--- src/rtl/pcie_recv.sv ---
// rtl/pcie_recv.sv - two-lane receiver sorting words into VC FIFOs and merging with VC0 priority; PCIE_RECV_RR_EN selects round-robin lane arbitration

module pcie_recv_fifo #(
  parameter int DEPTH = 4,
  parameter int W     = 6
) (
  input  logic                    clk,
  input  logic                    i_rst,
  input  logic                    i_clear,
  input  logic                    i_wr,
  input  logic [W-1:0]            i_wdata,
  input  logic                    i_rd,
  output logic [W-1:0]            o_head,
  output logic [$clog2(DEPTH):0]  o_count,
  output logic [$clog2(DEPTH):0]  o_count_next,
  output logic                    o_full
);
  localparam int AW = $clog2(DEPTH);
  localparam int CW = AW + 1;

  logic [W-1:0]  r_mem [DEPTH];
  logic [AW-1:0] r_wptr;
  logic [AW-1:0] r_rptr;
  logic [CW-1:0] r_count;
  logic          w_wr;
  logic          w_rd;

  // fullness is judged on the pre-edge count, so a same-cycle read never frees room for a write
  assign o_full       = (r_count == CW'(DEPTH));
  assign w_wr         = i_wr && !o_full;
  assign w_rd         = i_rd && (r_count != '0);
  assign o_head       = r_mem[r_rptr];
  assign o_count      = r_count;
  assign o_count_next = i_clear ? '0 : (r_count + CW'(w_wr) - CW'(w_rd));

  // pointers wrap naturally because the depth is a power of two
  always_ff @(posedge clk) begin
    if (i_rst || i_clear) begin
      r_wptr  <= '0;
      r_rptr  <= '0;
      r_count <= '0;
    end else begin
      if (w_wr) r_wptr <= r_wptr + AW'(1);
      if (w_rd) r_rptr <= r_rptr + AW'(1);
      r_count <= o_count_next;
    end
  end

  // storage array, no reset needed since occupancy guards every read
  always_ff @(posedge clk) begin
    if (w_wr) r_mem[r_wptr] <= i_wdata;
  end
endmodule

module pcie_recv #(
  parameter int LANE_DEPTH = 4,
  parameter int VC_DEPTH   = 8,
  parameter int LANE_HI    = 3
) (
  input  logic       clk,
  input  logic       reset_L,
  input  logic       init,
  input  logic [5:0] data_in0,
  input  logic       push0,
  input  logic [5:0] data_in1,
  input  logic       push1,
  input  logic       pop,
  output logic [5:0] data_out,
  output logic       valid_out,
  output logic       pause0,
  output logic       pause1,
  output logic       active_out,
  output logic       idle_out,
  output logic       error_out
);
  localparam int LCW = $clog2(LANE_DEPTH) + 1;
  localparam int VCW = $clog2(VC_DEPTH) + 1;

  typedef enum logic [2:0] {S_RESET, S_INIT, S_IDLE, S_ACTIVE, S_ERROR} state_t;

  state_t         r_state;
  state_t         w_state_next;
  logic [5:0]     r_data_out;
  logic           r_valid_out;
  logic           r_pause0;
  logic           r_pause1;

  logic           w_run;
  logic           w_clear;
  logic [5:0]     w_l0_head, w_l1_head, w_vc0_head, w_vc1_head;
  logic [LCW-1:0] w_l0_cnt, w_l1_cnt, w_l0_cnt_next, w_l1_cnt_next;
  logic [VCW-1:0] w_vc0_cnt, w_vc1_cnt, w_vc0_cnt_next, w_vc1_cnt_next;
  logic           w_l0_full, w_l1_full, w_vc0_full, w_vc1_full;
  logic           w_elig0, w_elig1, w_gnt0, w_gnt1;
  logic           w_xfer;
  logic [5:0]     w_xfer_data;
  logic           w_pop_vc0, w_pop_vc1, w_pop_empty;
  logic           w_err;
  logic           w_any_next;

  // traffic only flows in the operational states; init takes precedence over everything else
  assign w_run   = ((r_state == S_IDLE) || (r_state == S_ACTIVE) || (r_state == S_ERROR)) && !init;
  assign w_clear = init && (r_state != S_RESET);

  pcie_recv_fifo #(.DEPTH(LANE_DEPTH), .W(6)) u_lane0 (
    .clk(clk), .i_rst(reset_L), .i_clear(w_clear),
    .i_wr(w_run && push0), .i_wdata(data_in0), .i_rd(w_gnt0),
    .o_head(w_l0_head), .o_count(w_l0_cnt), .o_count_next(w_l0_cnt_next), .o_full(w_l0_full)
  );

  pcie_recv_fifo #(.DEPTH(LANE_DEPTH), .W(6)) u_lane1 (
    .clk(clk), .i_rst(reset_L), .i_clear(w_clear),
    .i_wr(w_run && push1), .i_wdata(data_in1), .i_rd(w_gnt1),
    .o_head(w_l1_head), .o_count(w_l1_cnt), .o_count_next(w_l1_cnt_next), .o_full(w_l1_full)
  );

  pcie_recv_fifo #(.DEPTH(VC_DEPTH), .W(6)) u_vc0 (
    .clk(clk), .i_rst(reset_L), .i_clear(w_clear),
    .i_wr(w_xfer && !w_xfer_data[4]), .i_wdata(w_xfer_data), .i_rd(w_pop_vc0),
    .o_head(w_vc0_head), .o_count(w_vc0_cnt), .o_count_next(w_vc0_cnt_next), .o_full(w_vc0_full)
  );

  pcie_recv_fifo #(.DEPTH(VC_DEPTH), .W(6)) u_vc1 (
    .clk(clk), .i_rst(reset_L), .i_clear(w_clear),
    .i_wr(w_xfer && w_xfer_data[4]), .i_wdata(w_xfer_data), .i_rd(w_pop_vc1),
    .o_head(w_vc1_head), .o_count(w_vc1_cnt), .o_count_next(w_vc1_cnt_next), .o_full(w_vc1_full)
  );

  // a lane head may move only if its target VC has room before this edge
  assign w_elig0 = w_run && (w_l0_cnt != '0) && !(w_l0_head[4] ? w_vc1_full : w_vc0_full);
  assign w_elig1 = w_run && (w_l1_cnt != '0) && !(w_l1_head[4] ? w_vc1_full : w_vc0_full);

`ifdef PCIE_RECV_RR_EN
  logic r_prio1;

  // the lane granted last yields the next tie; survives init, cleared only by reset
  always_ff @(posedge clk) begin
    if (reset_L) begin
      r_prio1 <= 1'b0;
    end else if (w_gnt0) begin
      r_prio1 <= 1'b1;
    end else if (w_gnt1) begin
      r_prio1 <= 1'b0;
    end
  end

  assign w_gnt0 = w_elig0 && (!w_elig1 || !r_prio1);
`else
  assign w_gnt0 = w_elig0;
`endif
  assign w_gnt1      = w_elig1 && !w_gnt0;
  assign w_xfer      = w_gnt0 || w_gnt1;
  assign w_xfer_data = w_gnt1 ? w_l1_head : w_l0_head;

  // VC0 strictly ahead of VC1; a word arriving this cycle is not visible until next
  assign w_pop_vc0   = w_run && pop && (w_vc0_cnt != '0);
  assign w_pop_vc1   = w_run && pop && (w_vc0_cnt == '0) && (w_vc1_cnt != '0);
  assign w_pop_empty = w_run && pop && (w_vc0_cnt == '0) && (w_vc1_cnt == '0);

  assign w_err = (w_run && push0 && w_l0_full) || (w_run && push1 && w_l1_full) || w_pop_empty;

  assign w_any_next = (w_l0_cnt_next != '0) || (w_l1_cnt_next != '0) ||
                      (w_vc0_cnt_next != '0) || (w_vc1_cnt_next != '0);

  // merged output word and its valid flag
  always_ff @(posedge clk) begin
    if (reset_L) begin
      r_data_out  <= '0;
      r_valid_out <= 1'b0;
    end else begin
      r_valid_out <= w_pop_vc0 || w_pop_vc1;
      if (w_pop_vc0) begin
        r_data_out <= w_vc0_head;
      end else if (w_pop_vc1) begin
        r_data_out <= w_vc1_head;
      end
    end
  end

  // back-pressure reflects lane occupancy after this edge
  always_ff @(posedge clk) begin
    if (reset_L) begin
      r_pause0 <= 1'b0;
      r_pause1 <= 1'b0;
    end else begin
      r_pause0 <= (w_l0_cnt_next >= LCW'(LANE_HI));
      r_pause1 <= (w_l1_cnt_next >= LCW'(LANE_HI));
    end
  end

  // FSM state register
  always_ff @(posedge clk) begin
    if (reset_L) begin
      r_state <= S_RESET;
    end else begin
      r_state <= w_state_next;
    end
  end

  // FSM next state: init beats error, error beats normal flow
  always_comb begin
    w_state_next = r_state;
    case (r_state)
      S_RESET:           w_state_next = S_INIT;
      S_INIT:            w_state_next = S_IDLE;
      S_IDLE, S_ACTIVE:  w_state_next = w_any_next ? S_ACTIVE : S_IDLE;
      S_ERROR:           w_state_next = S_ERROR;
      default:           w_state_next = S_RESET;
    endcase
    if (w_clear) begin
      w_state_next = S_INIT;
    end else if (w_err) begin
      w_state_next = S_ERROR;
    end
  end

  // FSM status decode straight from the state register
  always_comb begin
    active_out = 1'b0;
    idle_out   = 1'b0;
    error_out  = 1'b0;
    case (r_state)
      S_ACTIVE: active_out = 1'b1;
      S_IDLE:   idle_out   = 1'b1;
      S_ERROR:  error_out  = 1'b1;
      default:  ;
    endcase
  end

  assign data_out  = r_data_out;
  assign valid_out = r_valid_out;
  assign pause0    = r_pause0;
  assign pause1    = r_pause1;
endmodule

--- config.mk ---
export PLATFORM = sky130hd
export DESIGN_NAME = pcie_recv
export DESIGN_NICKNAME = d
export VERILOG_FILES = /design/src/rtl/pcie_recv.sv
export SDC_FILE = /design/constraint.sdc
export NUM_CORES = 1
export LEC_CHECK = 0
export ABC_AREA = 1
export CORE_MARGIN = 4
export CORE_UTILIZATION = 39
export CTS_CLUSTER_DIAMETER = 60
export DETAILED_ROUTE_END_ITERATION = 8
export GPL_TIMING_DRIVEN = 0
export HOLD_SLACK_MARGIN = 0.08
export SLEW_MARGIN = 20
export SYNTH_ARGS = -nofsm -noshare
export SYNTH_HDL_FRONTEND = slang
export SYNTH_SLANG_ARGS = --single-unit
--- constraint.sdc ---
create_clock -name clk -period 5.45 [get_ports clk]
set_input_delay 0.545 -clock clk [delete_from_list [all_inputs] [get_ports clk]]
set_output_delay 0.545 -clock clk [all_outputs]
set_load 0.1 [all_outputs]
==> results_dict.tcl, run 1 <==
set metrics [dict create \
    final_cell_mix "144 x nor2_1, 144 x edfxtp_1, 101 x nand2_1" \
    syn_area_per_cell_um2 10.5 \
    core_um2 21800 \
    syn-cell-area_um2 8640 \
    drive_above_1_share_pct 10.6 \
    utilization_pct 45.6 \
    power_leakage_nw 3.79 \
    path_class "reg -> reg" \
    ys_seq_elements 200 \
    cp_max_fo 10 \
    die_x_um 157 \
    worst_path_max_delay_cell "nor3b_1" \
    n_antenna_cell 0 \
    ant_nets 0 \
    place_area_um2 9340 \
    place_congestion 0.776 \
    overflow 0 \
    skew_ns 0.0114 \
    reg2reg_depth 21 \
    slew_viol_final 0 \
    nNetsFinal 922 \
    fin_crit_sh_pct 59.3 \
    ctsRootBufferMaster "clkbuf_16" \
    design_area_um2 9940 \
    synthCells 821 \
    worstPathCellList "inv_1 > ha_1 > nor3b_1 > nor2_4 > buf_6 > ha_1 > inv_1 > ha_1 > fa_1 > inv_1 > nand2_1 > nor2_1 > nand2_1 > nor2_1 > nand2_1 > nor2_1 > nand3_1 > nand2_1 > nand2_1 > nand2_1 > a21oi_1" \
    grt_max_degree 20 \
    drv_cap 0 \
    htreeDepth 4 \
    status "completed" \
    fmax_mhz 309 \
    min_period_ns 3.23 \
    die-height_um 157 \
    ios 30 \
    drt_iter0_markers 407 \
    p_per_area_nw_per_um2 310 \
    finalHoldViolations 0 \
    routedWlPerCell_um 15.2 \
    initial_core_util_pct 39.6 \
    fin_ws_ns 2.22 \
    crit_required_ns 5.73 \
    ctsHoldBuffers 0 \
    pre_cts_ws_ns 1.79 \
    drc_errors 0 \
    vias 5692 \
    arrival_ns 3.52 \
    synth_nets 871 \
    cp-end-kind "flip-flop" \
    slowest_delay_ns 0.49 \
    grt_pass1_vias 5558 \
    ys_warn_count 0 \
    insertion_delay_ns 0.43 \
    worst_pin_slew_ns 0.973 \
    area_growth_pct 15.1 \
    dieArea_um2 24600 \
    dp_hpwl_mm 12.7 \
    synth-seq-area-share_pct 63.1 \
    cts_tree "built" \
    post_cts.repair.setup_buffers 0 \
    cp_common_cell "nand2_1" \
    peakVddDrop_mv 0.214 \
    numCtsBuffers 17 \
    finalSetupViolations 0 \
    first_pass_iters 5 \
    port_buffers 29 \
    clk_pin_slew_worst_paths_ns 0.07 \
    hold_depth 2 \
    grt_pass1_wl_mm 28.7 \
    cts_resized 0 \
    cts_sinks 200 \
    rows 54 \
    vias_per_cell 4.89 \
    gr-usage-all-layers_pct 15.0 \
    antenna_found_initial 0 \
    rsz0062_at_grt "false" \
    hold_class "reg -> reg" \
    ctsLongestPathBuffers 2 \
    p_total_w 0.00308 \
    ys_types 39 \
    timing.setup.tns_ns 0 \
    slew_headroom_pct 34.9 \
    wirelength_mm 17.7 \
    start_kind "flip-flop" \
]
-- power by group --
part	internal [W]	switching (W)	total, W	leakage, nW
Clock	0.000664	0.000593	0.00126	0.281
Combinational	0.0000528	0.000119	0.000172	1.76
Sequential	0.00164	0.00000999	0.00165	1.75
Total	0.00236	0.000722	0.00308	3.79
-- sequential cells by signal, indices dropped and copies added (netlist names), 4 cells and up, named ones only --
signal / count
u_vc1.o_count: 4
u_vc1.r_mem: 48
data_out: 6
u_vc0.o_count: 4
u_lane1.r_mem: 24
u_vc0.r_mem: 48
u_lane0.r_mem: 24
-- final timing paths --
| check | startpoint | end | slack (ns) |
|---|---|---|---|
| max reg2reg | u_vc1.o_count[2]$_SDFF_PP0_ | r_state[0]$_SDFF_PP0_ | 2.22 |
| max | u_vc1.o_count[2]$_SDFF_PP0_ | r_state[0]$_SDFF_PP0_ | 2.22 |
| min | u_lane1.r_rptr[1]$_SDFFE_PP0P_ | u_lane1.r_rptr[1]$_SDFFE_PP0P_ | 0.47 |
| min reg2reg | u_lane1.r_rptr[1]$_SDFFE_PP0P_ | u_lane1.r_rptr[1]$_SDFFE_PP0P_ | 0.47 |
-- through the flow --
stage	hold slack (ns)	std cells
6_report	0.474	1165
5_1_grt	0.497	1165
4_1_cts	0.476	1165
3_5_place_dp	0.462	1133
3_3_place_gp	0.449	1130
2_1_floorplan	0.436	821
-- metal layers --
metal | GRT usage, % | routed length, µm | vias to the layer above
met3 | 2.85 | 627 | 13
met5 | 0 | 0 | -
li1 | - | - | 2891
met1 | 21.0 | 8600 | 2699
met4 | 3.97 | 195 | 0
met2 | 24.3 | 8290 | 89
-- cells by family (layout without fill, tap and decap cells) --
group / count (synthesis) / count (layout) / synth area share (%)
muxes: 1 / 1 / 0.116
xor gates and xnor gates: 2 / 2 / 0.203
adders and majority gates: 32 / 32 / 4.98
and+or+nand+nor: 324 / 324 / 17.3
buffers and inverters: 115 / 179 / 5.20
DFF: 200 / 200 / 63.1
AOI/OAI and AO/OA: 147 / 147 / 9.16
-- final cells by class --
class,count,area (µm²)
fill,2056,11900
sequential,200,5450
multi-input combinational,506,2770
clock buffer,18,439
tap,280,350
inverter,92,345
timing repair buffer,32,324
clock inverter,14,161
buffer,23,104
-- critical path, delay by kind of cell (launching register included) --
kind,cells,cell delay [ns]
flops,1,0.30
buf+inv,4,0.41
compound gates,1,0.05
fa+ha+maj,4,1.06
simple gates,12,1.26
-- synth_stat cells (all sizes together) --
master | instances | area [µm²]
inv | 92 | 345
and3 | 2 | 12.5
edfxtp | 144 | 4320
o211ai | 5 | 37.5
buf | 7 | 42.5
a21o | 2 | 15.0
fa | 4 | 80.1
nand3 | 31 | 200
dfxtp | 56 | 1120
nor3 | 6 | 40.0
mux2i | 1 | 10.0
nand4 | 7 | 50.1
xor2 | 2 | 17.5
nor4 | 1 | 6.26
o21ai | 90 | 450
ha | 28 | 350
o32ai | 1 | 8.76
o22ai | 18 | 113
a21oi | 22 | 110
nor3b | 2 | 15.0
clkbuf | 16 | 61.3
nand2 | 115 | 502
nand3b | 1 | 7.51
nor2 | 159 | 659
a31oi | 9 | 56.3
Power figures use the tool's default switching activity.
==> inputs of run 2 (changes only) <==
==> constraint.sdc (replaced) <==
create_clock -name clk -period 3 [get_ports clk]
set_input_delay 0.3 -clock clk [delete_from_list [all_inputs] [get_ports clk]]
set_output_delay 0.3 -clock clk [all_outputs]
set_load 0.1 [all_outputs]
==> results_dict.tcl, run 2 (synthesis results as in run 1) <==
set metrics [dict create \
    cp-startpoint "r_state[1]$_SDFF_PP0_" \
    drc_errors 0 \
    pwr-share-comb_pct 6.3 \
    die_x_um 157 \
    crit_required_ns 3.28 \
    port_buffers 29 \
    worst_pin_slew_ns 0.973 \
    p_sw_w 0.00133 \
    rsz0062_at_grt "true" \
    drt_iter0_markers 417 \
    wirelength_mm 18.3 \
    area_growth_pct 19.7 \
    numCtsBuffers 17 \
    slew_headroom_pct 34.9 \
    cts_sinks 200 \
    overflow 0 \
    arrival_ns 3.26 \
    p_int_w 0.00431 \
    ctsLongestPathBuffers 2 \
    timing.rr.start "r_state[1]$_SDFF_PP0_" \
    routedWlPerCell_um 15.3 \
    gr-usage-all-layers_pct 15.3 \
    ios 30 \
    clk_pin_slew_worst_paths_ns 0.07 \
    ctsRootBufferMaster "clkbuf_16" \
    place_congestion 0.776 \
    finalSetupViolations 0 \
    dp_hpwl_mm 12.7 \
    dieArea_um2 24600 \
    layout_commonest_cell "edfxtp_1" \
    place_area_um2 9340 \
    grt_max_degree 20 \
    grt_pass1_vias 5666 \
    min_period_ns 2.98 \
    die-height_um 157 \
    cp-end-kind "flip-flop" \
    peakVddDrop_mv 0.394 \
    finalHoldViolations 0 \
    path_class "reg -> reg" \
    clockPowerShare_pct 40.5 \
    start_kind "flip-flop" \
    power_leakage_nw 3.94 \
    rows 54 \
    p_total_w 0.00563 \
    antenna_found_initial 0 \
    p_per_area_nw_per_um2 545 \
    grt_pass1_wl_mm 29.2 \
    cp_max_fo 4 \
    cts_tree "built" \
    vias 5842 \
    htreeDepth 4 \
    core_um2 21800 \
    power_frac_seq_pct 53.2 \
    final_cell_mix "144 x edfxtp_1, 143 x nor2_1, 95 x nand2_1" \
    reg_top3 "u_vc0.r_mem: 48 flops, u_vc1.r_mem: 48 flops" \
    insertion_delay_ns 0.43 \
    fin_crit_sh_pct 99.3 \
    drv_cap 0 \
    timing.setup.tns_ns 0 \
    skew_ns 0.0113 \
    status "completed" \
    initial_core_util_pct 39.6 \
    drive_above_1_share_pct 17.7 \
    ant_nets 0 \
    ctsHoldBuffers 0 \
    first_pass_iters 5 \
    switching_share_pct 23.5 \
    fmax_mhz 336 \
    n_antenna_cell 0 \
    holdWs_ns 0.466 \
    hold_class "reg -> reg" \
    worstHoldStart "u_lane1.r_rptr[1]$_SDFFE_PP0P_" \
    slew_viol_final 0 \
    nNetsFinal 949 \
    design_area_um2 10300 \
    vias_per_cell 4.90 \
]
-- run 2: worst paths after layout --
| path | cells past startpoint | slack [ns] | endpoint |
|---|---|---|---|
| setup reg to reg | 23 | 0.02 | r_state[0]$_SDFF_PP0_ |
| hold / removal | 2 | 0.47 | flip-flop |
| hold reg to reg | 2 | 0.47 | flip-flop |
| setup / recovery | 23 | 0.02 | r_state[0]$_SDFF_PP0_ |
-- run 2: routing by layer --
metal	GRT usage, %	vias to the layer above	wire [µm]
met2	24.8	101	8700
met3	2.85	16	670
met5	0	-	0
li1	-	2947	-
met4	3.97	0	211
met1	21.2	2778	8670
-- run 2: area by class of cell --
class | instances | area [µm²]
Clock inverter | 14 | 161
Sequential cell | 200 | 5470
Clock buffer | 18 | 439
Timing Repair Buffer | 59 | 527
Multi-Input combinational cell | 506 | 2930
Tap cell | 280 | 350
Inverter | 92 | 358
Buffer | 23 | 108
Fill cell | 2017 | 11500
-- run 2: power by group through the flow --
stage                     sequential, W  clock [W]  combinational (W)
after floorplan                 0.00306          0           0.000199
after global placement          0.00306          0           0.000306
after detailed placement        0.00306          0           0.000315
after CTS                       0.00300    0.00232           0.000339
after global routing            0.00300    0.00245           0.000396
final                           0.00300    0.00228           0.000354
-- run 2: stage by stage --
step | util, % | std cells | setup slack, ns
finish | 47.4 | 1192 | 0.0203
CTS | 46.7 | 1181 | -0.0422
floorplan | - | 821 | 0.0821
global placement | 42.5 | 1130 | -0.452
global route | 47.4 | 1192 | -0.256
detailed placement | 42.8 | 1133 | -0.414
-- run 2: repair_timing --
item / CTS / global route
endpoints found under the setup margin: 1 / 1
pin swaps: 22 / 20
resized for setup: 39 / 18
buffers inserted: 16 / 11
-- run 2: critical path, stage by stage, from the launching register on --
cell,delay [ns]
dfxtp_4,0.37
nor2_4,0.14
nand2_4,0.08
nand2_4,0.07
nand3b_1,0.16
nor2_4,0.19
nand2_4,0.10
inv_4,0.08
ha_4,0.20
inv_4,0.05
ha_4,0.12
inv_2,0.03
fa_1,0.50
nand2_1,0.07
nor2_2,0.11
nand2_1,0.05
nor2_1,0.09
nand2_1,0.05
nor2_1,0.08
nand3_1,0.07
nand2_1,0.06
nand2_1,0.04
nand2_1,0.05
a21oi_1,0.05
